`config.mk`:
```
export PLATFORM = sky130hd
export DESIGN_NAME = mmio_gpio
export DESIGN_NICKNAME = d
export VERILOG_FILES = /design/src/rtl/gpio_pkg.sv /design/src/rtl/gpio_debounce.sv /design/src/rtl/mmio_gpio.sv
export SDC_FILE = /design/constraint.sdc
export NUM_CORES = 1
export LEC_CHECK = 0
export ABC_AREA = 0
export BUFFER_PORTS_ARGS = -buffer_cell sky130_fd_sc_hd__buf_4
export CAP_MARGIN = 20
export CORE_MARGIN = 2
export CORE_UTILIZATION = 45
export CTS_CLUSTER_SIZE = 24
export DETAILED_ROUTE_END_ITERATION = 10
export GPL_TIMING_DRIVEN = 1
export SYNTH_ARGS = -nofsm -noshare
export SYNTH_HDL_FRONTEND = slang
export SYNTH_HIERARCHICAL = 1
export SYNTH_SLANG_ARGS = --single-unit
```
`constraint.sdc`:
```
create_clock -name clk -period 2.82 [get_ports clk]
set_input_delay 0.282 -clock clk [delete_from_list [all_inputs] [get_ports clk]]
set_output_delay 0.282 -clock clk [all_outputs]
set_load 0.05 [all_outputs]
```
`src/rtl/gpio_pkg.sv`:
```
// Shared constants for the memory-mapped switch/LED block: register
// offsets inside the 4-word window, switch count and default base address.
package gpio_pkg;

  localparam int          NUM_SW        = 10;
  localparam logic [15:0] DEF_BASE_ADDR = 16'hC000;

  localparam logic [1:0] LED_OFS  = 2'd0;
  localparam logic [1:0] SW_OFS   = 2'd1;
  localparam logic [1:0] EDGE_OFS = 2'd2;
  localparam logic [1:0] MASK_OFS = 2'd3;

  // True when addr falls in the 4-word window starting at base (base is word-aligned to 4).
  function automatic logic in_window(input logic [15:0] addr, input logic [15:0] base);
    return addr[15:2] == base[15:2];
  endfunction

endpackage

```
`src/rtl/gpio_debounce.sv`:
```
// Single-bit switch conditioner: two-flop synchronizer, hold counter and
// debounced output. 'changed' is high during the cycle whose rising edge
// will flip sw_deb, so the parent can set its edge flag on that same edge.
module gpio_debounce #(
  parameter int DB_CYCLES = 16
) (
  input  logic clk,
  input  logic rst_n,
  input  logic sw_raw,
  output logic sw_deb,
  output logic changed
);

  localparam logic [15:0] DB_LAST = 16'(DB_CYCLES - 1);

  logic        sync_meta;
  logic        sync_q;
  logic [15:0] cnt;

  assign changed = (sync_q != sw_deb) && (cnt == DB_LAST);

  // Bring the asynchronous switch into the clk domain before anything looks at it.
  always_ff @(posedge clk or negedge rst_n) begin
    if (!rst_n) begin
      sync_meta <= 1'b0;
      sync_q    <= 1'b0;
    end else begin
      sync_meta <= sw_raw;
      sync_q    <= sync_meta;
    end
  end

  // Count consecutive disagreeing cycles; accept the new level only after a full hold.
  always_ff @(posedge clk or negedge rst_n) begin
    if (!rst_n) begin
      cnt    <= '0;
      sw_deb <= 1'b0;
    end else if (sync_q != sw_deb) begin
      if (cnt == DB_LAST) begin
        sw_deb <= sync_q;
        cnt    <= '0;
      end else begin
        cnt <= cnt + 16'd1;
      end
    end else begin
      cnt <= '0;
    end
  end

endmodule

```
`src/rtl/mmio_gpio.sv`:
```
// Memory-mapped GPIO: LED output register, debounced switch register,
// sticky edge-status register with write-1-to-clear, and an interrupt mask.
module mmio_gpio
  import gpio_pkg::*;
#(
  parameter int          DB_CYCLES = 16,
  parameter logic [15:0] BASE_ADDR = DEF_BASE_ADDR
) (
  input  logic              clk,
  input  logic              rst_n,
  input  logic [15:0]       addr,
  input  logic              we,
  input  logic              re,
  input  logic [15:0]       wdata,
  output logic [15:0]       rdata,
  input  logic [NUM_SW-1:0] SW,
  output logic [NUM_SW-1:0] LEDR,
  output logic              sw_irq
);

  logic [NUM_SW-1:0] led_q;
  logic [NUM_SW-1:0] mask_q;
  logic [NUM_SW-1:0] edge_q;
  logic [NUM_SW-1:0] sw_deb;
  logic [NUM_SW-1:0] sw_chg;
  logic [NUM_SW-1:0] edge_clr;
  logic              sel;
  logic [1:0]        ofs;
  logic              unused_wdata;

  assign sel = in_window(addr, BASE_ADDR);
  assign ofs = addr[1:0];

  // Upper data bits have no storage behind them.
  assign unused_wdata = ^wdata[15:NUM_SW];

  for (genvar i = 0; i < NUM_SW; i++) begin : g_sw
    gpio_debounce #(
      .DB_CYCLES(DB_CYCLES)
    ) u_db (
      .clk    (clk),
      .rst_n  (rst_n),
      .sw_raw (SW[i]),
      .sw_deb (sw_deb[i]),
      .changed(sw_chg[i])
    );
  end

  assign edge_clr = (we && sel && ofs == EDGE_OFS) ? wdata[NUM_SW-1:0] : '0;

  // Processor-writable LED and mask registers.
  always_ff @(posedge clk or negedge rst_n) begin
    if (!rst_n) begin
      led_q  <= '0;
      mask_q <= '0;
    end else if (we && sel) begin
      if (ofs == LED_OFS)  led_q  <= wdata[NUM_SW-1:0];
      if (ofs == MASK_OFS) mask_q <= wdata[NUM_SW-1:0];
    end
  end

  // Sticky edge flags: a new debounced change overrides a simultaneous clear.
  always_ff @(posedge clk or negedge rst_n) begin
    if (!rst_n) begin
      edge_q <= '0;
    end else begin
      edge_q <= (edge_q & ~edge_clr) | sw_chg;
    end
  end

  // Zero-wait-state read mux; a same-cycle write shows its old value here.
  always_comb begin
    rdata = 16'h0000;
    if (re && sel) begin
      case (ofs)
        LED_OFS:  rdata = {{(16-NUM_SW){1'b0}}, led_q};
        SW_OFS:   rdata = {{(16-NUM_SW){1'b0}}, sw_deb};
        EDGE_OFS: rdata = {{(16-NUM_SW){1'b0}}, edge_q};
        default:  rdata = {{(16-NUM_SW){1'b0}}, mask_q};
      endcase
    end
  end

  assign LEDR   = led_q;
  assign sw_irq = |(edge_q & mask_q);

endmodule

```
---- After elaboration in Yosys (flattened, before gate mapping) ----
Cells that the tools add are included.
storage, ports and cells
  flip-flop bits (word level) ............. 220
  input bits .............................. 46
  output and inout bits ................... 27
operators by class
  $add $sub $neg .......................... 10
  equal/unequal tests ..................... 24
  multiplexer cells ....................... 23
  bitwise logic cells ..................... 4
  reductions and logical operators ........ 27
operators with widths
  cell                                                                    number
  16-bit two-way mux                                                      21
  16-bit by 1-bit adder with 16-bit output, second input constant         10
  16-bit by 4-bit equality test with 1-bit output, second input constant  10
  10-bit case mux with 3 select lines                                     1
  2-bit AND reduction                                                     12
  10-bit bitwise AND                                                      2
  14-bit equality test, second input constant                             1
  1-bit logical AND                                                       13
  10-bit two-way mux                                                      1
  1-bit inequality test                                                   10
  10-bit inverter                                                         1
  10-bit OR                                                               1
  10-bit OR reduction                                                     1
  2-bit equality test, second input constant                              2
  2-bit by 1-bit equality test with 1-bit output, second input constant   1
  2-bit zero test                                                         1

---- Longest topological paths before layout ----
Gate-level depths: netlist (run 1).
  depth in word-level cells ............... 7
  mapped depth ............................ 6

---- Modules after synthesis ----
The synthesis (run 1) kept the hierarchy.
modules (own cells, without submodules)
  module         instances  cells an instance  area each (um2)
  gpio_debounce  10         84                 895.9
  mmio_gpio      1          129                1661.6

---- Worst setup path before layout (run 1) ----
OpenSTA, ideal clock, no wires.
  path kind ............................... input -> output
  start point ............................. in addr[8]
  end point ............................... out rdata[0]
  data arrival time ....................... 1.656 ns
  slack ................................... 0.882 ns
  cell stages on the path ................. 3
  cells stage by stage .................... nor4_2 > nand4_1 > nor2b_1
on the way
  cells in the longest elaborated chain, start to end .. 3
ends and longest elaborated chain
  what                  RTL line         RTL
  start: declaration    mmio_gpio.sv:11  input logic [15:0] addr,
  14-bit equality test  gpio_pkg.sv:15   return addr[15:2] == base[15:2];
  1-bit logical AND     mmio_gpio.sv:74  if (re && sel) begin
  16-bit two-way mux    mmio_gpio.sv:74
  end: declaration      mmio_gpio.sv:15  output logic [15:0] rdata,
No other way between the ends.

---- Worst setup path in the final report (run 1) ----
  start point ............................. reg led_q[1] (netlist: LEDR[1])
  end point ............................... out rdata[1]
on the way
  cells in the longest elaborated chain, start to end .. 2
ends and longest elaborated chain
  what                                 RTL line         RTL
  start: declaration                   mmio_gpio.sv:21  logic [NUM_SW-1:0] led_q;
  start signal: assignment             mmio_gpio.sv:57  if (ofs == LED_OFS) led_q <= wdata[NUM_SW-1:0];
  10-bit case mux with 3 select lines  mmio_gpio.sv:75  case (ofs)
  16-bit two-way mux                   mmio_gpio.sv:74
No other way between the ends.

==> parameters.txt, run 1 <==
Parameter                              Value

Synthesis
  Mean post-synth cell area ... 11.0 um2
  Yosys top cell by area ... dfrtp_1
  Most frequent cells after synthesis ... 220 x dfrtp_1, 150 x nor2_1, 120 x xnor2_1
  Sequential-to-total area share from yosys stat ... 51.8%
  Fraction of registers with async set or reset after synthesis ... 100%
  Synth top area share ... 51.8%
  Distinct cell type count of the synthesized netlist ... 33
  Flip-flop and latch count after synthesis ... 220
  Number of flops mapped to enable cells by yosys ... 0
  Most frequent cell after synthesis ... dfrtp_1
  Area of the mapped netlist ... 0.0106 mm2
  Dominant synthesized flop cell ... dfrtp_1
  Cell count after synthesis ... 969
  Leading cell types by total area after synthesis ... dfrtp_1 52%, xnor2_1 9.9%, nor2_1 5.3%
  Warnings, synthesis ... 6

Setup path
  Max stage delay on crit path ... 0.48 ns
  Terminus of the critical flop-to-flop path ... g_sw[3].u_db/cnt[5]$_DFF_PN0_
  Setup crit end kind ... output port
  Worst flop-to-flop path startpoint ... g_sw[3].u_db/cnt[0]$_DFF_PN0_
  Arrival time of the worst setup path ... 1.79 ns
  Crit Path Category ... reg -> out
  Startpoint type of the worst setup path ... flop
  Cell class contributing the biggest share of worst-path delay ... multiplexers
  Buf+Inv Stages, Crit Path ... 1
  Cell-by-cell trace of the critical path ... mux4_2 -> nor2b_1 -> buf_4
  Slowest cell on crit path ... mux4_2
  R2r setup slk ... 1.00 ns
  Max FO, Critical Path ... 3
  Path depth of the worst reg2reg path ... 5
  CP Data Required Time ... 2.54 ns

Timing
  Total negative slack for setup checks ... 0 ns
  Post-route clock skew ... 0.00927 ns
  Slew at the pin closest to its max-slew limit ... 0.858 ns
  Minimum period implied by the final worst setup slack ... 2.08 ns
  Worst slew slack as a fraction of its limit ... 42.7%
  Total count of hold-check failures in the final report ... 0
  Peak clock frequency supported by timing ... 0.482 GHz
  Final worst path period share ... 73.6%
  Unrepaired setup endpoints after global routing ... false
  Final count of pins violating max slew ... 0
  Setup violation total in the final timing report ... 0
  Final setup margin ... 0.745 ns

Route
  Antenna violation net count after detailed routing ... 0
  1st-pass router iterations ... 4
  Via density per instance ... 5.15
  Average wire length per cell after detail routing ... 14.9 um
  Count of vias placed by the detailed router ... 7230
  Iteration-0 DRC count of the detailed router ... 320
  Post-route DRC violation count ... 0
  Aggregate routed wire length ... 20.9 mm

Global routing
  Number of antenna violations at the first check in global routing ... 0
  Overflow left after global routing ... 0
  Via count of the first global-routing pass ... 7090
  All-layer global routing usage ... 17.5%
  First-pass GRT wire length ... 35.5 mm
  Pin count of the biggest net entering global routing ... 90

Final layout
  Number of nets in the final layout ... 1122
  # fillers ... 2078
  Share of post-route cells with drive strength above 1 ... 18.8%
  Number of antenna cells inserted ... 0
  Area added between synthesis and finish ... 17.6%

Power
  Maximum resistive drop on vdd ... 410 uV
  Cell area power density ... 550 mW/mm2
  Leakage power of the design ... 5.28 nW

Clock network
  Buffer type at the clock tree root ... clkbuf_16
  Buffer levels on the longest clock path ... 3
  Clk Latency, worst-skew pair ... 0.52 ns
  Post-CTS Resized ... 0
  Clock-pin slew of the registers on the worst-case setup and hold paths ... 0.06 ns
  Number of clock buffers inserted by TritonCTS ... 26
  Clock sinks ... 220
  Clock tree from TritonCTS ... built
  CTS H-tree lvls ... 1

Min path
  Cell depth of the worst hold path ... 2
  Start point of the worst hold path ... wdata[6]
  HP Class ... in -> reg
  Hold path endpoint ... LEDR[6]$_DFFE_PN0P_

Floorplanning
  Core Region ... 0.0233 mm2
  Starting Density ... 45.5%
  Count of boundary I/O pins ... 73
  Horiz. Die Dim ... 158 um
  Die outline area ... 0.0248 mm2
  Floorplan row count ... 56
  DIE HEIGHT ... 158 um

Run status
  Run status ... completed

Run
  Max-Cap Viols ... 0

Place
  Port Buffers ... 60
  Post-detailed-placement half-perimeter wirelength ... 14.2 mm
  Routability congestion estimate ... 0.795
  Worst setup slack before clock tree synthesis ... 0.536 ns
-- how the worst max path moves through the flow --
stage	start	endpoint	slack (ns)	depth (start not counted)
finish	LEDR[1]$_DFFE_PN0P_	rdata[1]	0.74	3
floorplan	addr[8]	rdata[0]	0.88	3
detailed placement	addr[3]	LEDR[2]$_DFFE_PN0P_	0.54	5
global route	mask_q[8]$_DFFE_PN0P_	sw_irq	0.69	4
global placement	addr[8]	LEDR[2]$_DFFE_PN0P_	0.55	5
CTS	LEDR[6]$_DFFE_PN0P_	rdata[6]	0.73	3
-- stage by stage --
stage	utilization, %	hold WS, ns	std cells	cell area [um2]	power, mW
floorplan	-	-0.0136	974	10600	3.43
global placement	48.9	0.331	1338	11400	3.57
detailed placement	48.9	0.330	1338	11400	3.58
CTS	53.5	0.00178	1405	12500	6.97
global route	53.5	0.0173	1405	12500	7.15
finish	53.5	0.0237	1405	12500	6.87
-- final cells by class --
class / instances / area [um2] / area share [%]
flip-flops and latches: 220 / 5510 / 44.1
multi-input cells: 713 / 4910 / 39.3
clock buffers: 39 / 801 / 6.41
repair buffers: 85 / 718 / 5.75
well taps: 319 / 399 / 3.20
clock inverters: 9 / 81.3 / 0.651
inverters: 20 / 75.1 / 0.601
-- kinds of logic (layout without fill, tap and decap cells) --
group / count (synthesis) / count (layout) / share of synthesized area, %
AO/OA/AOI/OAI: 15 / 15 / 0.848
adder cells (fa/ha/maj): 10 / 10 / 1.18
flip-flops: 220 / 220 / 51.8
multiplexers: 40 / 40 / 5.66
buffers and inverters: 41 / 153 / 2.10
AND/OR/NAND/NOR: 492 / 492 / 26.0
XOR/XNOR: 150 / 150 / 12.4
other: 1 / 6 / 0.0353
-- placed cells by master (no fill, tap or decap), drive strengths merged --
| cell | n |
|---|---|
| clkinvlp | 3 |
| inv | 20 |
| clkinv | 5 |
| nand2b | 10 |
| a22o | 1 |
| xnor2 | 120 |
| and3 | 20 |
| conb | 6 |
| nor2b | 21 |
| or3 | 1 |
| o21ai | 10 |
| nor2 | 171 |
| a221oi | 1 |
| dfrtp | 220 |
| nor3b | 2 |
| clkbuf | 39 |
| nor3 | 40 |
| mux2 | 30 |
| mux4 | 10 |
| xor2 | 30 |
| bufinv | 1 |
| dlygate4sd3 | 19 |
| a22oi | 3 |
| and4bb | 1 |
| buf | 66 |
| nand4 | 53 |
| ha | 10 |
| nor4 | 72 |
| nand2 | 51 |
| nand3 | 50 |
-- worst register-to-register path, stage by stage, from the launching register on --
cell and delay [ns]:
dfrtp_1 0.40, ha_1 0.23, and3_1 0.23, nand4_1 0.20
nand2_1 0.50, nor2_1 0.11
-- where the power goes --
group,internal (mW),switching (mW)
logic,0.108,0.173
registers,3.21,0.0480
clock network,2.05,1.28
-- registers in the layout, summed over array words and instances, names as in the netlist --
signal and flops:
mask_q 10, g_sw.u_db/sync_q 10, g_sw.u_db/cnt 160, g_sw.u_db/sync_meta 10, LEDR 10, edge_q 10
g_sw.u_db/sw_deb 10
-- timing repair --
item,CTS,global route
hold buffers,19,0
buffers inserted,0,0
endpoints found under the hold margin,107,0
-- metal layers --
layer,wire (um),track usage (%)
met5,0,0
met4,540,5.28
met3,926,3.12
met2,9340,26.8
met1,10100,25.4
Power figures use the tool's default switching activity.
==> run 2, diff against run 1 <==
ABC_AREA = 1   (was 0)
clock period = 1.73 ns   (was 2.82 ns; I/O delays follow)
==> parameters.txt, run 2 <==
Parameter                              Value

Synthesis
  Distinct cell type count of the synthesized netlist ... 28 (was 33)
  Area of the mapped netlist ... 0.0118 mm2 (was 0.0106 mm2)
  Leading cell types by total area after synthesis ... dfrtp_1 47%, nand2_1 11%, nor2_1 11% (was dfrtp_1 52%, xnor2_1 9.9%, nor2_1 5.3%)
  Cell count after synthesis ... 1540 (was 969)
  Fraction of registers with async set or reset after synthesis ... 100% (unchanged)
  Flip-flop and latch count after synthesis ... 220 (unchanged)
  Number of flops mapped to enable cells by yosys ... 0 (unchanged)
  Warnings, synthesis ... 6 (unchanged)
  Mean post-synth cell area ... 7.65 um2 (was 11.0 um2)
  Dominant synthesized flop cell ... dfrtp_1 (unchanged)
  Most frequent cell after synthesis ... nand2_1 (was dfrtp_1)
  Most frequent cells after synthesis ... 350 x nand2_1, 342 x nor2_1, 220 x dfrtp_1 (was 220 x dfrtp_1, 150 x nor2_1, 120 x xnor2_1)
  Sequential-to-total area share from yosys stat ... 46.7% (was 51.8%)
  Synth top area share ... 46.7% (was 51.8%)
  Yosys top cell by area ... dfrtp_1 (unchanged)

Timing
  Final count of pins violating max slew ... 0 (unchanged)
  Peak clock frequency supported by timing ... 0.560 GHz
  Final worst path period share ... 103%
  Total negative slack for setup checks ... -0.0570 ns (was 0 ns)
  Slew at the pin closest to its max-slew limit ... 0.553 ns (was 0.858 ns)
  Minimum period implied by the final worst setup slack ... 1.79 ns
  Post-route clock skew ... 0.00758 ns (was 0.00927 ns)
  Unrepaired setup endpoints after global routing ... true (was false)
  Total count of hold-check failures in the final report ... 0 (unchanged)
  Final setup margin ... -0.0570 ns (was 0.745 ns)
  Worst slew slack as a fraction of its limit ... 63.1% (was 42.7%)
  Worst Hold Slack ... 0.0524 ns (was 0.0237 ns)
  Setup violation total in the final timing report ... 1 (was 0)

Final layout
  Finished Core Util ... 53.6% (was 53.5%)
  Area added between synthesis and finish ... 18.0% (was 17.6%)
  Most frequent cells in the layout ... 347 x nand2_1, 337 x nor2_1, 218 x dfrtp_1, 149 x inv_1, 69 x nand3_1 (was 220 x dfrtp_1, 150 x nor2_1, 120 x xnor2_1, 63 x buf_4, 51 x nand2_1)
  Share of post-route cells with drive strength above 1 ... 19.0% (was 18.8%)
  Register with the highest flop count ... g_sw.u_db/cnt (unchanged)
  Leading cell type in the layout, fill and taps excluded ... nand2_1 (was dfrtp_1)
  Number of antenna cells inserted ... 0 (unchanged)
  Flip-flop count of the largest register, all copies and words added ... 160 (unchanged)
  Number of nets in the final layout ... 1706 (was 1122)
  Post-layout instance area ... 0.0139 mm2 (was 0.0125 mm2)

Clock network
  Buffer type at the clock tree root ... clkbuf_16 (unchanged)
  Clk Latency, worst-skew pair ... 0.52 ns (about the same)
  Buffer levels on the longest clock path ... 3 (unchanged)
  Number of clock buffers inserted by TritonCTS ... 25 (was 26)
  Clock sinks ... 220 (unchanged)
  Clock-pin slew of the registers on the worst-case setup and hold paths ... 0.06 ns (about the same)
  Clock tree from TritonCTS ... built (unchanged)
  CTS H-tree lvls ... 1 (unchanged)

Floorplanning
  Floorplan row count ... 59 (was 56)
  Core Region ... 0.0259 mm2 (was 0.0233 mm2)
  Die outline area ... 0.0275 mm2 (was 0.0248 mm2)
  DIE HEIGHT ... 166 um (was 158 um)
  Starting Density ... 45.5% (about the same)
  Horiz. Die Dim ... 166 um (was 158 um)
  Count of boundary I/O pins ... 73 (unchanged)

Power
  Cell area power density ... 795 mW/mm2 (was 550 mW/mm2)
  Final total power ... 11.0 mW (was 6.87 mW)
  Maximum resistive drop on vdd ... 740 uV (was 410 uV)
  Leakage power of the design ... 6.27 nW (was 5.28 nW)

Run
  Max-Cap Viols ... 0 (unchanged)

Route
  Average wire length per cell after detail routing ... 12.6 um (was 14.9 um)
  Aggregate routed wire length ... 25.3 mm (was 20.9 mm)
  Post-route DRC violation count ... 0 (unchanged)
  Count of vias placed by the detailed router ... 9663 (was 7230)
  Iteration-0 DRC count of the detailed router ... 497 (was 320)
  Via density per instance ... 4.83 (was 5.15)
  Antenna violation net count after detailed routing ... 0 (unchanged)
  1st-pass router iterations ... 5 (was 4)

Setup path
  Arrival time of the worst setup path ... 1.61 ns (was 1.79 ns)
  Startpoint type of the worst setup path ... flop (unchanged)
  Crit Path Category ... reg -> out (unchanged)
  Path depth of the worst reg2reg path ... 6 (was 5)
  Terminus of the critical flop-to-flop path ... g_sw[0].u_db/cnt[0]$_DFF_PN0_ (was g_sw[3].u_db/cnt[5]$_DFF_PN0_)
  Worst flop-to-flop path startpoint ... g_sw[0].u_db/cnt[0]$_DFF_PN0_ (was g_sw[3].u_db/cnt[0]$_DFF_PN0_)
  R2r setup slk ... 0.28 ns (was 1.00 ns)
  CP Data Required Time ... 1.56 ns (was 2.54 ns)
  Max FO, Critical Path ... 3 (unchanged)
  Setup crit end kind ... output port (unchanged)

Global routing
  First-pass GRT wire length ... 43.6 mm (was 35.5 mm)
  Via count of the first global-routing pass ... 9227 (was 7090)
  Pin count of the biggest net entering global routing ... 50 (was 90)
  All-layer global routing usage ... 18.6% (was 17.5%)
  Overflow left after global routing ... 0 (unchanged)
  Number of antenna violations at the first check in global routing ... 0 (unchanged)

Run status
  Run status ... complete, but fails checks (was completed)
  Violations in the final reports ... negative setup slack

Place
  Instance area after placement ... 0.0127 mm2 (was 0.0114 mm2)
  Post-detailed-placement half-perimeter wirelength ... 18.3 mm (was 14.2 mm)
  Routability congestion estimate ... 0.857 (was 0.795)
  Port Buffers ... 60 (unchanged)

Min path
  HP Class ... in -> reg (unchanged)
  Start point of the worst hold path ... we (was wdata[6])
  Hold path endpoint ... edge_q[1]$_DFF_PN0_ (was LEDR[6]$_DFFE_PN0P_)
  Cell depth of the worst hold path ... 4 (was 2)
run 2: cell types whose count changed after synthesis, sizes merged, moves of 20 or more:
cell | before | now
and3 | 20 | 0
nand3 | 50 | 84
nor3 | 40 | 11
nor2b | 21 | 0
nand2 | 51 | 409
mux2 | 30 | 0
o21ai | 10 | 40
a21oi | 0 | 32
nor4 | 72 | 0
inv | 20 | 178
nor2 | 171 | 397
xnor2 | 120 | 20
xor2 | 30 | 50
run 2: layout make-up:
type	count	area (um2)
Multi-Input combinational cell	1121	5550
Timing Repair Buffer	104	946
Clock inverter	10	106
Inverter	178	668
Tap cell	335	419
Fill cell	2486	12000
Sequential cell	220	5510
Clock buffer	34	699
run 2: worst max-delay path by stage:
stage                   startpoint  endpoint  slack, ns  depth (start not counted)
4_1_cts        edge_q[4]$_DFF_PN0_    sw_irq      -0.06                          5
2_1_floorplan  LEDR[8]$_DFFE_PN0P_  rdata[8]       0.03                          2
3_5_place_dp              addr[10]  rdata[3]       0.07                          9
5_1_grt        edge_q[3]$_DFF_PN0_    sw_irq      -0.09                          4
3_3_place_gp              addr[10]  rdata[3]       0.09                          9
6_report       edge_q[3]$_DFF_PN0_    sw_irq      -0.06                          4
run 2: metal layers:
layer / up-vias / routed length [um] / global-route usage, %
li1: 4997 / - / -
met3: 41 / 1160 / 3.15
met1: 4478 / 12100 / 26.0
met2: 147 / 11500 / 30.4
met5: - / 0 / 0
met4: 0 / 488 / 4.54
run 2: through the flow:
| stage | instances | setup slack, ns |
|---|---|---|
| floorplan | 1545 | 0.0321 |
| global placement | 1929 | 0.0900 |
| detailed placement | 1929 | 0.0668 |
| CTS | 1997 | -0.0593 |
| global route | 2002 | -0.0909 |
| finish | 2002 | -0.0570 |
run 2: critical path: stages (launching register included):
cell and delay, ns:
dfrtp_1 0.42, a22o_1 0.22, nor2_1 0.14, nand4_1 0.12
buf_6 0.18
run 2: logic make-up after synthesis:
logic type / count (synthesis) / synth area share (%)
buffers and inverters: 204 / 6.90
other: 1 / 0.0318
DFF: 220 / 46.7
and+or+nand+nor: 959 / 36.7
AOI/OAI and AO/OA: 76 / 3.41
xor gates and xnor gates: 70 / 5.20
adders and majority gates: 10 / 1.06
run 2: timing repair:
action / CTS / global route
pin swaps: 1 / 7
endpoints found under the hold margin: 260 / 0
setup endpoints to repair: 7 / 10
resized for setup: 10 / 19
hold buffers: 21 / 0
buffers inserted: 3 / 5
run 2: where the power goes:
part | total (mW) | internal (mW) | switching, mW
combinational | 0.558 | 0.205 | 0.352
sequential | 5.30 | 5.23 | 0.0722
clock | 5.19 | 3.12 | 2.07
total | 11.0 | 8.55 | 2.50
